[src/rtl/sg_mac_sequencer.sv]
// sg_mac_sequencer: time-multiplexed Savitzky-Golay MAC controller.
//
// Incoming samples go into a circular window of WINDOW_SIZE entries. Once the
// window is full, every accepted sample starts a pass over all taps. One
// shared multiplier does one tap per cycle. Tap 0 uses the newest sample. The
// pass result is shifted right by SHIFT and driven on a valid/ready output.
//
// Optional build macro: SG_SATURATE_EN. When it is defined, the shifted
// accumulator is clamped to the DATA_W signed range. When it is not defined,
// the low DATA_W bits are used and the value wraps. Latency is the same in
// both builds.
//
// Ports:
//   clk, rst_n            clock and asynchronous active-low reset
//   in_valid/in_ready     sample input handshake; in_data is the signed sample
//   out_valid/out_ready   result output handshake; out_data is the signed result
//   coef_wr/addr/data     runtime coefficient write; accepted only in idle without flush
//   flush                 synchronous window clear; drops any in-flight result
//   busy                  high while a pass is running or a result is pending
`timescale 1ns/1ps

module sg_mac_sequencer #(
    parameter int unsigned WINDOW_SIZE = 55,
    parameter int unsigned DATA_W      = 16,
    parameter int unsigned SHIFT       = 16
) (
    input  logic                              clk,
    input  logic                              rst_n,
    input  logic                              in_valid,
    output logic                              in_ready,
    input  logic signed [DATA_W-1:0]          in_data,
    output logic                              out_valid,
    input  logic                              out_ready,
    output logic signed [DATA_W-1:0]          out_data,
    input  logic                              coef_wr,
    input  logic [$clog2(WINDOW_SIZE)-1:0]    coef_addr,
    input  logic signed [DATA_W-1:0]          coef_data,
    input  logic                              flush,
    output logic                              busy
);

    localparam int unsigned AW     = $clog2(WINDOW_SIZE);
    localparam int unsigned PROD_W = 2 * DATA_W;
    localparam int unsigned ACC_W  = PROD_W + AW;

    localparam logic [AW-1:0] LAST = AW'(WINDOW_SIZE - 1);
    localparam logic [AW:0]   FULL = (AW + 1)'(WINDOW_SIZE);

    typedef enum logic [1:0] {StIdle, StMac, StOut} state_t;

    state_t                    state_q;
    logic [AW-1:0]             wr_ptr_q;
    logic [AW:0]               fill_cnt_q;
    logic [AW-1:0]             tap_q;
    logic [AW-1:0]             rd_ptr_q;
    logic                      issue_q;
    logic                      prod_vld_q;
    logic signed [PROD_W-1:0]  prod_q;
    logic signed [ACC_W-1:0]   acc_q;
    logic                      rdy_q;
    logic                      out_valid_q;
    logic signed [DATA_W-1:0]  out_data_q;

    logic signed [DATA_W-1:0]  sample_mem [WINDOW_SIZE];
    logic signed [DATA_W-1:0]  coef_mem   [WINDOW_SIZE];

    logic                      accept;
    logic                      coef_we;
    logic [AW:0]               fill_cnt_inc;
    logic signed [DATA_W-1:0]  coef_rd;
    logic signed [DATA_W-1:0]  smp_rd;
    logic signed [PROD_W-1:0]  mult;
    logic signed [ACC_W-1:0]   acc_sum;
    logic signed [ACC_W-1:0]   shifted;
    logic signed [DATA_W-1:0]  result;

    // rdy_q stays low for the first cycle after reset so that in_ready is low during reset.
    assign in_ready  = rdy_q && !flush;
    assign accept    = in_valid && in_ready;
    assign coef_we   = coef_wr && (state_q == StIdle) && !flush && (coef_addr <= LAST);
    assign busy      = (state_q == StMac) || (state_q == StOut);
    assign out_valid = out_valid_q;
    assign out_data  = out_data_q;

    assign fill_cnt_inc = (fill_cnt_q == FULL) ? FULL : fill_cnt_q + 1'b1;

    // The storage arrays have no reset. Their contents survive reset and flush.
    always_ff @(posedge clk) begin
        if (accept) begin
            sample_mem[wr_ptr_q] <= in_data;
        end
        if (coef_we) begin
            coef_mem[coef_addr] <= coef_data;
        end
    end

    assign coef_rd = coef_mem[tap_q];
    assign smp_rd  = sample_mem[rd_ptr_q];

    // Both operands are sign-extended to the full product width. The product always fits in that width.
    assign mult = $signed({{DATA_W{coef_rd[DATA_W-1]}}, coef_rd})
                * $signed({{DATA_W{smp_rd[DATA_W-1]}}, smp_rd});

    // The final product is still held in prod_q, so the output path adds it in here.
    assign acc_sum = acc_q + $signed({{AW{prod_q[PROD_W-1]}}, prod_q});
    assign shifted = acc_sum >>> SHIFT;

`ifdef SG_SATURATE_EN
    logic [ACC_W-DATA_W:0] shifted_hi;
    assign shifted_hi = shifted[ACC_W-1:DATA_W-1];
    always_comb begin
        result = shifted[DATA_W-1:0];
        // The value fits only if every bit above the kept sign bit matches it.
        if (!(&shifted_hi) && (|shifted_hi)) begin
            result = shifted[ACC_W-1] ? {1'b1, {(DATA_W-1){1'b0}}}
                                      : {1'b0, {(DATA_W-1){1'b1}}};
        end
    end
`else
    logic unused_shifted_hi;
    assign unused_shifted_hi = ^shifted[ACC_W-1:DATA_W];
    assign result            = shifted[DATA_W-1:0];
`endif

    always_ff @(posedge clk or negedge rst_n) begin
        if (!rst_n) begin
            state_q     <= StIdle;
            wr_ptr_q    <= '0;
            fill_cnt_q  <= '0;
            tap_q       <= '0;
            rd_ptr_q    <= '0;
            issue_q     <= 1'b0;
            prod_vld_q  <= 1'b0;
            prod_q      <= '0;
            acc_q       <= '0;
            rdy_q       <= 1'b0;
            out_valid_q <= 1'b0;
            out_data_q  <= '0;
        end else if (flush) begin
            state_q     <= StIdle;
            wr_ptr_q    <= '0;
            fill_cnt_q  <= '0;
            issue_q     <= 1'b0;
            prod_vld_q  <= 1'b0;
            acc_q       <= '0;
            rdy_q       <= 1'b1;
            out_valid_q <= 1'b0;
        end else begin
            unique case (state_q)
                StIdle: begin
                    rdy_q <= 1'b1;
                    if (accept) begin
                        wr_ptr_q   <= (wr_ptr_q == LAST) ? '0 : wr_ptr_q + 1'b1;
                        fill_cnt_q <= fill_cnt_inc;
                        if (fill_cnt_inc == FULL) begin
                            state_q    <= StMac;
                            rdy_q      <= 1'b0;
                            acc_q      <= '0;
                            tap_q      <= '0;
                            rd_ptr_q   <= wr_ptr_q;  // slot that was just written
                            issue_q    <= 1'b1;
                            prod_vld_q <= 1'b0;
                        end
                    end
                end
                StMac: begin
                    // The product is registered, so accumulation runs one cycle behind tap issue.
                    prod_q     <= mult;
                    prod_vld_q <= issue_q;
                    if (prod_vld_q) begin
                        acc_q <= acc_sum;
                    end
                    if (issue_q) begin
                        rd_ptr_q <= (rd_ptr_q == '0) ? LAST : rd_ptr_q - 1'b1;
                        if (tap_q == LAST) begin
                            issue_q <= 1'b0;
                        end else begin
                            tap_q <= tap_q + 1'b1;
                        end
                    end else begin
                        state_q     <= StOut;
                        out_valid_q <= 1'b1;
                        out_data_q  <= result;
                    end
                end
                StOut: begin
                    if (out_ready) begin
                        state_q     <= StIdle;
                        out_valid_q <= 1'b0;
                        rdy_q       <= 1'b1;
                    end
                end
                default: begin
                    state_q <= StIdle;
                end
            endcase
        end
    end

endmodule

[config.mk]
export PLATFORM = sky130hd
export DESIGN_NAME = sg_mac_sequencer
export DESIGN_NICKNAME = d
export VERILOG_FILES = /design/src/rtl/sg_mac_sequencer.sv
export SDC_FILE = /design/constraint.sdc
export NUM_CORES = 2
export LEC_CHECK = 0
export ABC_AREA = 1
export BUFFER_PORTS_ARGS = -buffer_cell sky130_fd_sc_hd__buf_4
export CORE_UTILIZATION = 24
export DETAILED_ROUTE_END_ITERATION = 6
export PLACE_DENSITY = 0.45
export SYNTH_ARGS = -nofsm -noshare
export SYNTH_HDL_FRONTEND = slang
export SYNTH_SLANG_ARGS = --single-unit
export TNS_END_PERCENT = 30
[constraint.sdc]
create_clock -name clk -period 6.15 [get_ports clk]
set_input_delay 0.3075 -clock clk [delete_from_list [all_inputs] [get_ports clk]]
set_output_delay 0.3075 -clock clk [all_outputs]
set_load 0.05 [all_outputs]
# Word level (Yosys, flattened, before mapping)
# Memories as Yosys holds them, arrays and structs flattened.
# Cells that the tools add are included.
dict set report classes {
  n_addsub 5
  n_mul 1
  order_cmp 1
  eq_ne 15
  mux 52
  n_bitwise 2
  n_reduce_logical 25
}
# op count
set op_table {}
lappend op_table {{38-bit 2-to-1 mux} 4}
lappend op_table {{38-bit case mux with 2 select lines} 1}
lappend op_table {{6-bit 2-to-1 mux} 12}
lappend op_table {{38-bit by 32-bit adder with 38-bit output} 1}
lappend op_table {{16-bit by 16-bit multiplier with 32-bit output} 1}
lappend op_table {{7-bit 2-to-1 mux} 4}
lappend op_table {{6-bit case mux with 2 select lines} 2}
lappend op_table {{1-bit 2-to-1 mux} 19}
lappend op_table {{7-bit by 6-bit equality test with 1-bit output (second input constant)} 2}
lappend op_table {{6-bit by 1-bit adder with 6-bit output (second input constant)} 2}
lappend op_table {{6-bit equality test (second input constant)} 2}
lappend op_table {{3-bit != test (second input constant)} 4}
lappend op_table {{2-bit 2-to-1 mux} 5}
lappend op_table {{3-bit AND reduction} 3}
lappend op_table {{3-bit nonzero test} 3}
lappend op_table {{1-bit case mux with 2 select lines} 4}
lappend op_table {{4-bit AND reduction} 2}
lappend op_table {{7-bit by 1-bit adder with 7-bit output (second input constant)} 1}
lappend op_table {{6-bit less-or-equal comparator (second input constant)} 1}
lappend op_table {{6-bit logical NOT} 1}
lappend op_table {{2-bit != test (second input constant)} 3}
lappend op_table {{2-bit case mux with 3 select lines} 1}
lappend op_table {{2-bit AND reduction} 3}
lappend op_table {{6-bit AND reduction} 1}
lappend op_table {{12 further kinds} 19}
dict set report word_totals {
  register_bits 117
  mem_bits_rw 1760
  inputBits 44
  out_inout_bits 19
  wordCells 115
  memories 2
}
# name depth word_bits rd rd_ports_with_merged_regs write_ports line_no
set mem_list {}
lappend mem_list {coef_mem 55 16 1 0 1 65} ;# logic signed [DATA_W-1:0] coef_mem [WINDOW_SIZE];
lappend mem_list {sample_mem 55 16 1 0 1 64} ;# logic signed [DATA_W-1:0] sample_mem [WINDOW_SIZE];

# Logic depth before layout (Yosys ltp)
dict set report logic_depth {
  ltp_word 7
  depth_mapped 42
  mapped_depth_nobuf 38
}

# Least setup slack after synthesis
# OpenSTA, ideal clock, no wires.
dict set report synth_timing {
  kind {reg-to-reg}
  startpoint {register tap_q[1]}
  endpoint {register prod_q[31]}
  t_arrival_ns 6.244
  setup_slack_ns -0.212
  stages_incl_launch_ff 32
  period_less_slack_ns 6.362
  path_cell_list {dfrtp_1 > buf_4 > clkinv_2 > buf_4 > clkbuf_1 > o21ai_0 > o22ai_1 > nand2_1 > nand4_1 > nand3_1 > nand2_2 > buf_4 > nand2_1 > fa_1 > inv_1 > fa_1 > inv_1 > fa_1 > inv_1 > fa_1 > inv_1 > fa_1 > fa_1 > inv_1 > ha_1 > a21oi_1 > a21boi_0 > nand3_1 > nor2_1 > nand2_1 > nand3_1 > nand2_1}
}
dict set report synth_between {
  elab_chain_cells 2
}
# element line_no
set synth_lines {}
lappend synth_lines {{start, declared} 54} ;# logic [AW-1:0] tap_q;
lappend synth_lines {{start signal, assigned} 178} ;# tap_q <= tap_q + 1'b1;
lappend synth_lines {{memory 55 x 16 bit} -}
lappend synth_lines {{16-bit by 16-bit multiplier with 32-bit output} 102} ;# * $signed({{DATA_W{smp_rd[DATA_W-1]}}, smp_rd});
lappend synth_lines {{end signal, assigned} 168} ;# prod_q <= mult;
lappend synth_lines {{end, declared} 58} ;# logic signed [PROD_W-1:0] prod_q;
# Every way passes these cells.
# A chain may end at the register's enable or synchronous reset.

# Worst setup path in the final report
dict set report layout_timing {
  startpoint {register tap_q[0]}
  endpoint {register prod_q[30]}
}
# Same word-level chain as after synthesis.

==> impl_results.md <==
- Status: finished, violations left
- Failing checks: negative setup slack
- Max Cap Viol: 0
- Post-Syn Nets: 8763
- Crit. path cell count: 37
- Clk sink count: 1871
- Core ar.: 369000 um2
- Nets: 9431
- Crit path from: tap_q[0]
- Initial DRC count: 5374
- Setup slack after layout: -880 ps
- XOR/XNOR Fraction of Synth Area: 0.00433
- Post-route insts no fill: 14.1k
- WP buf/inv: 14
- Mapped Area: 88900 um2
- Placed Cells: 13.6k
- Reg2reg path depth: 37
- Initial antenna violation count: 10
- R2R Path End: prod_q[30]
- Count of cell types in the netlist: 45
- Startpoint Class: register
- Latest clock arrival within the worst-skew pair: 880 ps
- Worst Hold Margin: 35.2 ps
- Die area: 373000 um2
- Fmax: 0.142 GHz
- Syn avg cell area: 10.7 um2
- Met2 usage: 0.253
- Final setup fails: 24
- Setup TNS: -17720 ps
- Max-slew violations: 0
- Warnings, synthesis: 0
- Arr. time, crit path: 7800 ps
- Io pins: 63
- Die X: 611 um
- Seq/Total Area, Yosys: 0.626
- Fin crit period: 7030 ps
- CTS tree: done
- HPWL reported at the end of detailed placement: 178000 um
- Port bufs: 62
- R2R setup slack: -880 ps
- Root Buffer: clkbuf_16
- Total vias in the final route: 62.6k
- Setup crit end kind: register
- Met1 Usage GRT: 0.195
- Final wirelength: 281000 um
- Slowest CP cell: fa_1
- Initial core utilization: 0.241
- Synthesized instance count: 8332
- Pin count of the biggest net entering global routing: 67
- Critical path class: register to register
- Total track usage: 0.146
- Clock Skews: 94.1 ps
- Wirelength per Cell: 19.9 um
- Crit-path max FO: 8
- CTS Buf Count: 211
- Fin. Hold Viols: 0
- Worst Setup EP: prod_q[30]
- Least-Margin Pin Slew: 955 ps
- Worst r2r src: tap_q[0]
- Avg Vias per Cell: 4.43
- Detail Route Antenna Nets: 0
- Largest family of logic cells by synthesized area: simple AND/OR/NAND/NOR gates
- Place WS: -1350 ps
- Max incr delay on CP: 510 ps
- Standard-cell rows: 223
- Grt total ovfl: 0
- Critical Path RT: 6920 ps
- Unrepaired setup endpoints after global routing: true
- Drt first pass iters: 5
- Layout cells sized above 1: 0.165
- M3 GR Usage: 0.0164
- First-pass GRT wire length: 415000 um
- Worst-path clk slew: 60 ps
- Rel. slew slack: 0.363
- Flop and latch count out of synthesis: 1871
- Die Ht: 611 um
- Post-synthesis mux area share: 0
- GR peak layer: met2
- Routability Congestion: 0.846
- CP top delay family: adder cells
- Worst min path class: input port to register
- Max clock buf depth: 4
- Area delta synth->final: 23.7%
- Final cycle utilization of the critical path: 1.14
- Complex-gate fraction of the synthesized area: 0.0785
- CP most frequent cell: nand2_1
- Post-Synth Simple-Gate Area: 0.157
- Synth Area in Adders: 0.0767
- # H-tree levels: 4
- Vias in the first global route: 63.1k
- Drt drc: 0
==> Yosys cell counts (all sizes together) <==
cell / count / area share
a21o: 1 / 0.000084
fa: 263 / 0.059
o21a: 2 / 0.00017
xnor2: 30 / 0.0030
nand3b: 9 / 0.00076
a31oi: 11 / 0.00077
a21oi: 171 / 0.0096
a21boi: 2 / 0.00017
o21bai: 9 / 0.00076
nor3: 24 / 0.0014
nand3: 338 / 0.020
a2bb2oi: 1 / 0.000099
and3: 5 / 0.00035
ha: 124 / 0.017
or2: 11 / 0.00077
inv: 787 / 0.033
nor3b: 1 / 0.000084
o21ai: 892 / 0.050
o22ai: 123 / 0.0087
nand2: 1652 / 0.070
a22o: 3 / 0.00030
nor2: 1427 / 0.060
o211ai: 90 / 0.0076
o31ai: 1 / 0.000084
and2: 8 / 0.00056
xor2: 14 / 0.0014
clkbuf: 140 / 0.0059
nand4: 42 / 0.0030
clkinv: 4 / 0.00018
edfxtp: 1760 / 0.59
dfrtp: 111 / 0.031
nor4: 2 / 0.00014
buf: 274 / 0.018
==> flip-flops by register name (all words and copies together) (netlist names), 2 cells and up <==
signal      cells
state_q         2
prod_q         32
fill_cnt_q      7
out_data       16
wr_ptr_q        6
tap_q           6
rd_ptr_q        6
sample_mem    880
coef_mem      880
acc_q          32
==> layer usage <==
layer,routed length (um),up-vias
li1,-,29400
met1,125000,31500
met2,137000,1452
met3,12600,341
met4,7080,0
met5,0,-
==> cell families (layout without fill, tap and decap cells) <==
| family | Yosys count | in the layout |
|---|---|---|
| AND/OR/NAND/NOR | 3519 | 3521 |
| flip-flops | 1871 | 1871 |
| XOR/XNOR | 44 | 44 |
| AO/OA/AOI/OAI | 1306 | 1306 |
| other | 0 | 3 |
| buffers and inverters | 1205 | 2044 |
| adder cells (fa/ha/maj) | 387 | 387 |
==> worst register-to-register path, delay by kind of cell, from the launching register on <==
kind / cells / cell delay [ps]
fa+ha+maj: 7 / 3290
buf+inv: 14 / 1480
flops: 1 / 440
simple gates: 16 / 1720
==> cells in the final DEF (no fill, tap or decap), types with 16 or more instances in the layout <==
cell type,Yosys,final
dfrtp_1,111,104
xnor2_1,30,25
fa_1,263,253
buf_4,38,678
nand3_2,11,36
nor2_2,4,37
clkinv_2,1,35
nand3_4,0,16
o21ai_1,21,59
nand3_1,327,286
nand2_1,1633,1532
ha_4,0,23
bufinv_16,0,18
nor2_4,0,17
edfxtp_1,1760,1760
clkinv_1,3,52
o211ai_1,90,90
o21ai_0,871,822
o22ai_1,123,120
nand2_2,19,91
inv_1,781,749
buf_6,26,30
a21oi_1,171,144
ha_1,124,101
nor2_1,1423,1373
nand2_4,0,29
nand4_1,42,42
inv_2,4,32
clkbuf_16,0,223
buf_12,0,107
a21oi_2,0,25
clkbuf_1,138,50
nor3_1,24,17
==> final cells by class <==
class	count	area, um2
Sequential cell	1871	55600
Tap cell	4950	6190
Clock buffer	270	5610
Timing Repair inverter	2	25.0
Clock inverter	116	1090
Timing Repair Buffer	865	8610
Multi-Input combinational cell	5258	29800
Fill cell	38000	259000
Antenna cell	3	7.51
Inverter	791	3020
==> stage by stage <==
| stage | instance area (um2) | utilization |
|---|---|---|
| floorplan | 89100 | - |
| global route | 110000 | 0.298 |
| detailed placement | 100000 | 0.272 |
| global placement | 100000 | 0.272 |
| CTS | 109000 | 0.295 |
| finish | 110000 | 0.298 |
==> how the worst min path moves through the flow <==
stage	from	end	depth (start not counted)
floorplan	rst_n	acc_q[0]	0
global placement	prod_vld_q	prod_vld_q	2
detailed placement	out_data[15]	out_data[15]	2
CTS	in_data[0]	sample_mem[38][0]	1
global route	in_data[0]	sample_mem[39][0]	1
finish	in_data[2]	sample_mem[38][2]	1
==> repair_timing <==
action | CTS | global route
setup endpoints to repair | 26 | 26
gates resized for setup | 290 | 188
hold buffers | 14 | 0
cloned | 12 | 11
pin swaps | 62 | 65
setup buffers | 33 | 33
endpoints found under the hold margin | 202 | 0
Power is not shown: default switching activity piles up to over one toggle a cycle in this logic, so the estimate is an artifact.
